===== config.mk =====
export PLATFORM = sky130hd
export DESIGN_NAME = ctrlreg_bank
export DESIGN_NICKNAME = d
export VERILOG_FILES = /design/src/rtl/ctrlreg_bank.sv
export SDC_FILE = /design/constraint.sdc
export NUM_CORES = 1
export LEC_CHECK = 0
export ABC_CLOCK_PERIOD_IN_PS = 1710
export CORE_AREA = 2 2 81 83
export DETAILED_ROUTE_END_ITERATION = 12
export DIE_AREA = 0 0 83 85
export HOLD_SLACK_MARGIN = 0.08
export PLACE_DENSITY = 0.77
export REMOVE_ABC_BUFFERS = 1
export SLEW_MARGIN = 5
export SYNTH_ARGS = -nofsm -noshare
export SYNTH_HDL_FRONTEND = slang
export SYNTH_SLANG_ARGS = --single-unit

===== constraint.sdc =====
create_clock -name i_clk -period 1.71 [get_ports i_clk]
set_clock_uncertainty 0.15 [all_clocks]
set_input_delay 0.513 -clock i_clk [delete_from_list [all_inputs] [get_ports i_clk]]
set_output_delay 0.513 -clock i_clk [all_outputs]
set_load 0.03 [all_outputs]

===== src/rtl/ctrlreg_bank.sv =====
// ctrlreg_bank: bank of NUM_CH double-buffered control registers.
// Host writes land in a per-channel shadow word. A commit copies every dirty
// shadow to its active word in the same cycle, so all control outputs change together.
// Optional feature macro: CTRLREG_BANK_AUTOCOMMIT_EN. When it is defined, an idle
// counter issues a commit after AUTO_CYC write-free cycles with dirty shadows pending.
module ctrlreg_bank #(
    parameter int                DATA_W   = 8,
    parameter int                NUM_CH   = 4,
    parameter int                ADDR_W   = 2,
    parameter logic [DATA_W-1:0] RST_VAL  = '0,
    parameter int                AUTO_CYC = 16
) (
    input  logic                     i_clk,
    input  logic                     i_rst_n,
    input  logic                     i_CE,
    input  logic [ADDR_W-1:0]        i_addr,
    input  logic [DATA_W-1:0]        i_d,
    input  logic                     i_commit,
    input  logic                     i_err_clr,
    output logic [NUM_CH*DATA_W-1:0] o_q,
    output logic [DATA_W-1:0]        o_rd_data,
    output logic [NUM_CH-1:0]        o_dirty,
    output logic                     o_commit_done,
    output logic                     o_err
);

    // Per-channel write strobes. Each strobe compares i_addr only against an
    // existing channel index, so an out-of-range address never matches.
    logic [NUM_CH-1:0]        wr_hit;
    logic [NUM_CH-1:0]        dirty_flat;
    logic [NUM_CH*DATA_W-1:0] shadow_flat;
    logic                     wr_err;
    logic                     auto_fire;
    logic                     commit_fire;
    logic [DATA_W-1:0]        rd_next;
    logic [DATA_W-1:0]        rd_data_reg;
    logic                     commit_done_reg;
    logic                     err_reg;

    assign wr_err      = i_CE && !(|wr_hit);
    assign commit_fire = i_commit || auto_fire;

    genvar gi;
    generate
        for (gi = 0; gi < NUM_CH; gi++) begin : gen_ch
            logic [DATA_W-1:0] shadow_reg;
            logic [DATA_W-1:0] active_reg;
            logic              dirty_reg;

            assign wr_hit[gi]                          = i_CE && (i_addr == ADDR_W'(gi));
            assign shadow_flat[gi*DATA_W +: DATA_W]    = shadow_reg;
            assign o_q[gi*DATA_W +: DATA_W]            = active_reg;
            assign dirty_flat[gi]                      = dirty_reg;

            // Shadow capture, and the shadow-to-active transfer on commit.
            // The commit reads the shadow before this edge's write, so a
            // same-cycle write stays pending and keeps its dirty flag set.
            always_ff @(posedge i_clk or negedge i_rst_n) begin
                if (!i_rst_n) begin
                    shadow_reg <= RST_VAL;
                    active_reg <= RST_VAL;
                    dirty_reg  <= 1'b0;
                end else begin
                    if (commit_fire && dirty_reg) begin
                        active_reg <= shadow_reg;
                    end
                    if (wr_hit[gi]) begin
                        shadow_reg <= i_d;
                        dirty_reg  <= 1'b1;
                    end else if (commit_fire) begin
                        dirty_reg  <= 1'b0;
                    end
                end
            end
        end
    endgenerate

    // Shadow readback mux. An address with no channel behind it reads as zero.
    always_comb begin
        rd_next = '0;
        for (int k = 0; k < NUM_CH; k++) begin
            if (i_addr == ADDR_W'(k)) begin
                rd_next = shadow_flat[k*DATA_W +: DATA_W];
            end
        end
    end

    // Registered readback, the commit-done pulse, and the sticky error flag.
    // A new bad write takes priority over i_err_clr in the same cycle.
    always_ff @(posedge i_clk or negedge i_rst_n) begin
        if (!i_rst_n) begin
            rd_data_reg     <= '0;
            commit_done_reg <= 1'b0;
            err_reg         <= 1'b0;
        end else begin
            rd_data_reg     <= rd_next;
            commit_done_reg <= commit_fire;
            if (wr_err) begin
                err_reg <= 1'b1;
            end else if (i_err_clr) begin
                err_reg <= 1'b0;
            end
        end
    end

`ifdef CTRLREG_BANK_AUTOCOMMIT_EN
    localparam int CNT_W = $clog2(AUTO_CYC + 1);

    logic [CNT_W-1:0] idle_cnt_reg;
    logic             idle_tick;

    // An idle cycle is a cycle with no write while some shadow is pending.
    // The commit fires on the idle edge that would bring the count to AUTO_CYC.
    assign idle_tick = !i_CE && (|dirty_flat);
    assign auto_fire = idle_tick && (idle_cnt_reg == CNT_W'(AUTO_CYC - 1));

    // Idle counter. Any write or commit restarts it.
    always_ff @(posedge i_clk or negedge i_rst_n) begin
        if (!i_rst_n) begin
            idle_cnt_reg <= '0;
        end else if (i_CE || commit_fire) begin
            idle_cnt_reg <= '0;
        end else if (idle_tick) begin
            idle_cnt_reg <= idle_cnt_reg + 1'b1;
        end
    end
`else
    // Without the auto-commit feature, commits come only from i_commit.
    // AUTO_CYC has no effect in this build.
    logic unused_auto_cyc;
    assign unused_auto_cyc = (AUTO_CYC > 0);
    assign auto_fire       = 1'b0;
`endif

    assign o_rd_data     = rd_data_reg;
    assign o_dirty       = dirty_flat;
    assign o_commit_done = commit_done_reg;
    assign o_err         = err_reg;

endmodule


==> results, run 1 <==
- The final routed DRC violation total is 0.
- The beginning of the worst hold path is gen_ch[3].active_reg[3]$_DFFE_PN0P_.
- The clock-pin slew of the registers on the worst-case setup and hold paths is 0.08 ns.
- The number of nets in the layout is 279.
- STA classifies the critical path endpoint as a primary output.
- The number of standard cells in the layout, taps in and fillers out is 345.
- Entering global routing, the biggest net connects 31 pins.
- The synthesized instance count is 174.
- The placer's final routability congestion estimate is 0.742.
- The number of placed cells counting well taps is 324.
- The largest stage delay on the critical path is 0.38 ns.
- The first global-routing pass estimated 9840 µm of wire.
- The slowest stage of the critical path is the dfrtp_1 cell.
- The floorplan step set the die width to 83 µm.
- The buffer depth of the longest clock path is 2.
- The TritonCTS clock tree is yes.
- The flow ran to the end, and the final reports show no timing, DRC or antenna violations.
- The remaining global-route overflow is 0.
- The synthesized design contains 78 register bits.
- The die covers 7060 µm².
- The maximum clock frequency is 0.598 GHz.
- After filler insertion, the fill cell instance count of the layout stands at 429.
- The average routed wire per standard cell is 17.0 µm.
- The mean instance size in the synthesized netlist is 17.3 µm².
- The number of pins exceeding their max-slew limit in the final report is 0.
- The tightest hold path in the finished design has a slack of 0.357 ns.
- The share of the Yosys chip area taken by registers is 64.7%.
- The area growth from synthesis to layout is 36.1%.
- The total leakage power is 1.88 nW.
- Detailed placement ended at an HPWL of 4240 µm.
- The synthesized-area fraction occupied by ao, oa, aoi and oai cells is 0.788%.
- STA puts the critical path data required time at 1.05 ns.
- The simple logic cell fraction of the synthesized area is 2.40%.
- The antenna violation net count after detailed routing is 0.
- At the end of the flow the core is filled with cells to 66.2%.
- Measured in cells, the most critical reg-to-reg path has a length of 3.
- The setup path with the least slack is of type reg -> out.
- The final hold violation count was 0.
- For this configuration, the core starts out at a cell density of 48.6%.
- The clock sink count is 78.
- The design draws 5.86 mW.
- The power per cell area is 1430 nW/µm².
- The pin slew with the least headroom to its limit is 0.434 ns.
- The final setup violation count is 0.
- For this block, the via count after detailed routing is 1733.
- The core region is 6200 µm².
- The vertical extent of the die is 85 µm.
- The via count of the first global-routing pass is 1901.
- The number of design-rule violations left by the first detailed-router iteration is 104.
- In this run the number of H-tree levels came out at 3.
- The worst flop-to-flop path endpoint is gen_ch[1].active_reg[3]$_DFFE_PN0P_.
- Broken down by cell family, the worst path's largest delay share belongs to flip-flops.
- The largest vdd supply drop is 0.000850 V.
- The number of detailed-route iterations in the first pass is 2.
- The count of inserted antenna diode cells is 0.
- The signal on the critical path passes through clkdlybuf4s15_2.
- The clock root buffer is clkbuf_8.
- The boundary pin count is 61.
- The maximum fanout encountered on the critical timing path is 2.
- The final critical path time including I/O delays and setup is 1.67 ns.
- After synthesis, the largest family of logic cells by area is multiplexers.
- Global routing used 18.0% of the available tracks.
- The worst min-delay path endpoint is gen_ch[3].active_reg[3]$_DFFE_PN0P_.
- The worst hold path depth is 1.
- Setup repair after global routing left no endpoint under its margin.
- In the final layout, the share of cells above drive strength 1 is 61.2%.
- The post-synthesis share of cell area spent on xor and xnor gates is 0%.
- The sum of negative setup slack is 0 ns.
- The number of different library cells used by synthesis comes to 14.
- The path category of the worst min-delay check is reg -> reg.
- The number of placement rows is 29.
- The Yosys step of the flow raised 0 warnings.
- The tightest slew margin relative to the limit is 71.1%.
- The total wire length after detailed routing is 5880 µm.
- The quantity of I/O buffers inserted on ports is 60.
- The share of the clock period used by the worst path is 97.8%.
- The beginning of the worst register-to-register path is gen_ch[1].dirty_reg$_DFFE_PN0P_.
- Counting both buffers and inverters, the worst setup path holds a total of 1.
- The number of antenna violations at the first check in global routing is 0.
- The category of the worst setup path launch point is a flip-flop.
- The post-detailed-route via-to-cell ratio is 5.02.
- Summing every instance area after synthesis gives 3020 µm².
- Of the total synthesized cell area, the portion taken by full adders, half adders and majority gates is 0%.
- For the worst setup path, the data arrival time is 1.01 ns.
- The share of cell area taken by muxes after synthesis is 29.9%.
- The slack of the worst reg-to-reg path is 0.44 ns.
- The tool flagged a number of max-cap violations equal to 0.
- TritonCTS created 9 clock buffers.
- At the later pin of the worst-skew pair, clock insertion delay measures 0.34 ns.
## routing by layer
metal | part of all wire, % | track usage, % | vias up
met3 | 2.6 | 2.53 | 10
met2 | 49 | 28.4 | 33
met1 | 47 | 24.7 | 886
li1 | - | - | 804
met5 | 0 | 0 | -
met4 | 1.9 | 8.94 | 0
## where the power goes
part	switching [mW]	internal (mW)	leakage, nW	total [mW]
Sequential	0.294	2.33	0.936	2.62
Clock	0.620	0.636	0.0982	1.26
Combinational	1.07	0.907	0.842	1.98
## cell type report
class	count	area [µm²]	share of cell area (%)
Inverter	4	15.0	0.366
Clock inverter	3	18.8	0.457
Tap cell	77	96.3	2.35
Multi-Input combinational cell	85	1020	24.9
Clock buffer	12	165	4.02
Sequential cell	78	1950	47.5
Timing Repair Buffer	86	838	20.4
## placed cells by master, fill, tap and decap left out, drive strengths merged, types with 3 or more instances in the layout
cell,n
dfrtp,78
mux2,64
buf,50
clkdlybuf4s15,21
clkbuf,13
clkdlybuf4s50,9
mux4,8
nand2,4
inv,4
o21ai,3
clkinv,3
## worst max path at each step
stage | to | startpoint | depth (start not counted)
floorplan | gen_ch[0].shadow_reg[0]$_DFFE_PN0P_ | i_addr[1] | 2
global placement | gen_ch[2].shadow_reg[7]$_DFFE_PN0P_ | i_addr[0] | 4
detailed placement | gen_ch[2].shadow_reg[0]$_DFFE_PN0P_ | i_addr[0] | 4
CTS | o_rd_data[0] | o_rd_data[0]$_DFF_PN0_ | 1
global route | o_q[2] | gen_ch[0].active_reg[2]$_DFFE_PN0P_ | 1
finish | o_q[4] | gen_ch[0].active_reg[4]$_DFFE_PN0P_ | 1
## logic make-up after synthesis
logic type | count (synthesis)
mux | 72
compound gates | 4
flops | 78
simple gates | 9
buf+inv | 11
## Yosys cell counts
cell type / n / area (µm²)
dfrtp_1: 78 / 1950
mux2_2: 64 / 721
mux4_2: 8 / 180
buf_4: 5 / 37.5
inv_1: 4 / 15.0
nand2_1: 4 / 15.0
o21ai_0: 3 / 15.0
nand3b_2: 2 / 22.5
a21o_2: 1 / 8.76
buf_2: 1 / 5.00
buf_6: 1 / 11.3
nand3_2: 1 / 10.0
nor2b_1: 1 / 6.26
nor3b_4: 1 / 18.8
## repair_timing
item	in CTS	in global routing
endpoints found under the hold margin	27	0
gates resized for setup	81	9
endpoints found under the setup margin	58	35
hold buffers	1	0
cloned	1	0
buffers inserted	4	0
## per-stage QoR
stage | instance area (µm²) | setup WS (ns)
3_5_place_dp | 3820 | -0.420
4_1_cts | 4130 | 0.00251
3_3_place_gp | 3820 | -0.425
2_1_floorplan | 2960 | 0.204
5_1_grt | 4110 | 0.00267
6_report | 4110 | 0.0377
Power figures use the tool's default switching activity.
==> run 2: changes to the inputs <==
Settings changed: REMOVE_ABC_BUFFERS 1 to default, SLEW_MARGIN 5 to default.
==> run 2 against run 1 <==
Routed wire length grew 5.1%. Critical path depth is the same. Sequential share of layout area grew 0.47 points. Combinational power is essentially flat. Count of clock-buffer cells in the layout grew 2. Critical path type unchanged. Non-clock buffer count shrank 3. Hold slack lost 0.029 ns. Total power shrank 1.0%. Die area is the same. Global-route usage grew 1.3 points. Register-to-register slack lost 0.05 ns.
==> results, run 2 (synthesis results as in run 1) <==
- The area of the core is 6200 µm² (unchanged).
- The number of design-rule violations left by the first detailed-router iteration is 52 (-50%).
- The combinational share of power was 34.0% (+0.3 points).
- The buffering stage count on the worst path with inverters included came to 1 (unchanged).
- The wire length of the first global-routing pass was 10300 µm (+4.7%).
- The clock sink count was 78 (unchanged).
- The net switching power is 1.96 mW (-0.85%).
- The H-tree level count came to 3 (unchanged).
- The arrival time of data at the critical path endpoint is 1.02 ns (about the same).
- The cell area reported after detailed placement is 3800 µm² (-0.59%).
- The flow ran to the end, and the final reports show no timing, DRC or antenna violations.
- Setup repair after global routing left no endpoint under its margin.
- The power per cell area was 1430 nW/µm² (about the same).
- The quantity of I/O buffers inserted on ports was 60 (unchanged).
- The number of pins exceeding their max-slew limit in the final report is 0 (unchanged).
- The final critical path time including I/O delays and setup is 1.68 ns (+0.00786 ns).
- The cell area after layout is 4070 µm² (-0.97%).
- The share of the clock period used by the worst path is 98.3% (+0.46 points).
- The clock root buffer is clkbuf_8.
- The detailed placer's ending HPWL is 4290 µm (+1.1%).
- The area overhead of the layout relative to synthesis is 34.8%.
- The relative contribution of sequential cells to total power is 45.1% (+0.3 points).
- STA classifies the critical path endpoint as a primary output.
- The buffer depth of the longest clock path is 2 (unchanged).
- The remaining global-route overflow is 0 (unchanged).
- The setup path with the least slack is of type reg -> out.
- The average routed wire per standard cell is 18.0 µm (+6.0%).
- The final setup violation count is 0 (unchanged).
- The via count of the first global-routing pass is 1947 (+2.4%).
- The final worst setup slack came to 0.0299 ns (-0.00786 ns).
- The count of inserted antenna diode cells is 0 (unchanged).
- The maximum number of pins on one net before global-route repair is 28 (-9.7%).
- The number of antenna violations at the first check in global routing is 0 (unchanged).
- Broken down by cell family, the worst path's largest delay share belongs to flip-flops.
- Leaving out fill and tap cells, the most frequent cell in the layout is dfrtp_1.
- The clock-pin slew of the registers on the worst-case setup and hold paths was 0.07 ns (about the same).
- The pin slew with the least headroom to its limit is 0.371 ns (-0.0621 ns).
- The internal power summed over all cells was 3.83 mW (-1.1%).
- The die area is 7060 µm² (unchanged).
- The number of placed cells counting well taps is 320 (-1.2%).
- The effective utilization at floorplan is 48.6% (unchanged).
- The final routed DRC violation total came to 0 (unchanged).
- The tightest slew margin relative to the limit is 75.2% (+4.1 points).
- The part of the total power dissipated in the clock network came to 20.8% (-0.6 points).
- The max-cap violation count is 0 (unchanged).
- The final design utilization is 65.6% (-0.65 points).
- The post-place setup slack is -0.444 ns (-0.0245 ns).
- The final hold violation count was 0 (unchanged).
- The number of nets in the layout was 276 (-1.1%).
- The maximum fanout encountered on the critical timing path was 2 (unchanged).
- The antenna violation net count after detailed routing is 0 (unchanged).
- The clock latency of the later-clocked register in the worst-skew pair was 0.34 ns (about the same).
- The placer's final routability congestion estimate is 0.745 (+0.32%).
- TritonCTS built the clock tree.
- The number of placement rows is 29 (unchanged).
- The total wire length after detailed routing is 6170 µm (+5.1%).
- The post-detailed-route via-to-cell ratio is 5.26 (+4.7%).
- The total number of vias is 1798 (+3.8%).
- The net count after synthesis is 189.
- The critical path goes through clkdlybuf4s15_2.
- The path category of the worst min-delay check is in -> reg.
- The worst path required time was 1.05 ns (about the same).
- The number of standard cells in the layout, taps in and fillers out is 342 (-0.87%).
- The switching share of total power came to 33.9% (+0.052 points).
- The largest stage delay on the critical path is 0.39 ns (about the same).
- The maximum clock frequency is 0.595 GHz (-0.47%).
- The overall die width is 83 µm (unchanged).
- The layout cell share with drive strength beyond 1 is 59.6% (-1.6 points).
- The global-route usage over all layers was 19.2% (+1.3 points).
- The boundary pin count was 61 (unchanged).
- The number of buffers created by CTS came to 9 (unchanged).
- In the layout the commonest cells are dfrtp_1 (78), mux2_2 (64), buf_4 (34), clkdlybuf4s15_2 (22), clkbuf_8 (11).
- The number of detailed-route iterations in the first pass is 2 (unchanged).
- The total leakage power is 1.85 nW (-1.4%).
- The cell at the slowest stage of the critical path is dfrtp_1.
- The worst setup path is launched from a flip-flop.
- The slack of the worst reg-to-reg path is 0.39 ns (-0.05 ns).
- The vertical extent of the die is 85 µm (unchanged).
- The largest vdd supply drop is 0.000802 V (-5.7%).
run 2: changes by cell type in the layout (fill, tap and decap cells not counted), sizes merged:
| cell | before | now |
|---|---|---|
| buf | 50 | 44 |
| clkbuf | 13 | 17 |
| clkinv | 3 | 1 |
| clkdlybuf4s15 | 21 | 22 |
run 2: repair_timing:
| item | in CTS | in global routing |
|---|---|---|
| gates resized for setup | 86 | 13 |
| pin swaps | 1 | 0 |
| endpoints found under the hold margin | 25 | 0 |
| hold buffers | 1 | 0 |
| gates cloned | 1 | 0 |
| setup buffers | 4 | 1 |
| setup endpoints to repair | 64 | 45 |
run 2: layout make-up:
cell class	instances	area, µm²
clock inverter	1	5.00
sequential	78	1950
tap	77	96.3
inverter	4	15.0
fill	434	2140
multi-input combinational	85	1020
timing repair buffer	83	815
clock buffer	14	163
run 2: worst paths after layout:
kind,startpoint,cells past startpoint,endpoint
worst min-delay path,i_commit,1,o_commit_done$_DFF_PN0_
max in group asynchronous,i_rst_n,3,gen_ch[3].active_reg[3]$_DFFE_PN0P_
min in group asynchronous,i_rst_n,2,o_rd_data[1]$_DFF_PN0_
worst max register to register,gen_ch[2].dirty_reg$_DFFE_PN0P_,3,gen_ch[2].active_reg[3]$_DFFE_PN0P_
worst max-delay path,gen_ch[3].active_reg[1]$_DFFE_PN0P_,1,o_q[25]
worst min register to register,gen_ch[0].active_reg[1]$_DFFE_PN0P_,1,gen_ch[0].active_reg[1]$_DFFE_PN0P_
run 2: power by group through the flow:
stage | sequential (mW) | clock [mW] | combinational (mW)
CTS | 2.62 | 1.23 | 2.02
detailed placement | 2.65 | 0 | 2.06
global route | 2.68 | 1.30 | 2.08
floorplan | 3.26 | 0 | 0.533
finish | 2.62 | 1.21 | 1.97
global placement | 2.63 | 0 | 2.02
run 2: stage by stage:
step,TNS [ns],hold slack (ns),power (mW)
final,0,0.328,5.80
after global routing,0,0.334,6.06
after CTS,-0.00405,0.360,5.86
after detailed placement,-25.59,0.306,4.71
after global placement,-23.89,0.306,4.65
after floorplan,0,0.0674,3.80
run 2: routing by layer:
metal | GRT usage, % | share of wire [%] | vias to the layer above
met5 | 0 | 0 | -
met4 | 8.05 | 1.5 | 0
met3 | 3.89 | 3.1 | 8
met2 | 32.0 | 52 | 39
met1 | 25.0 | 43 | 943
li1 | - | - | 808
==> run 3: changes to the inputs <==
Settings changed: HOLD_SLACK_MARGIN 0.08 to default, SLEW_MARGIN from default to 25.
==> results of run 3 <==
No change in the layout: final DEF, timing and power equal those of run 2.
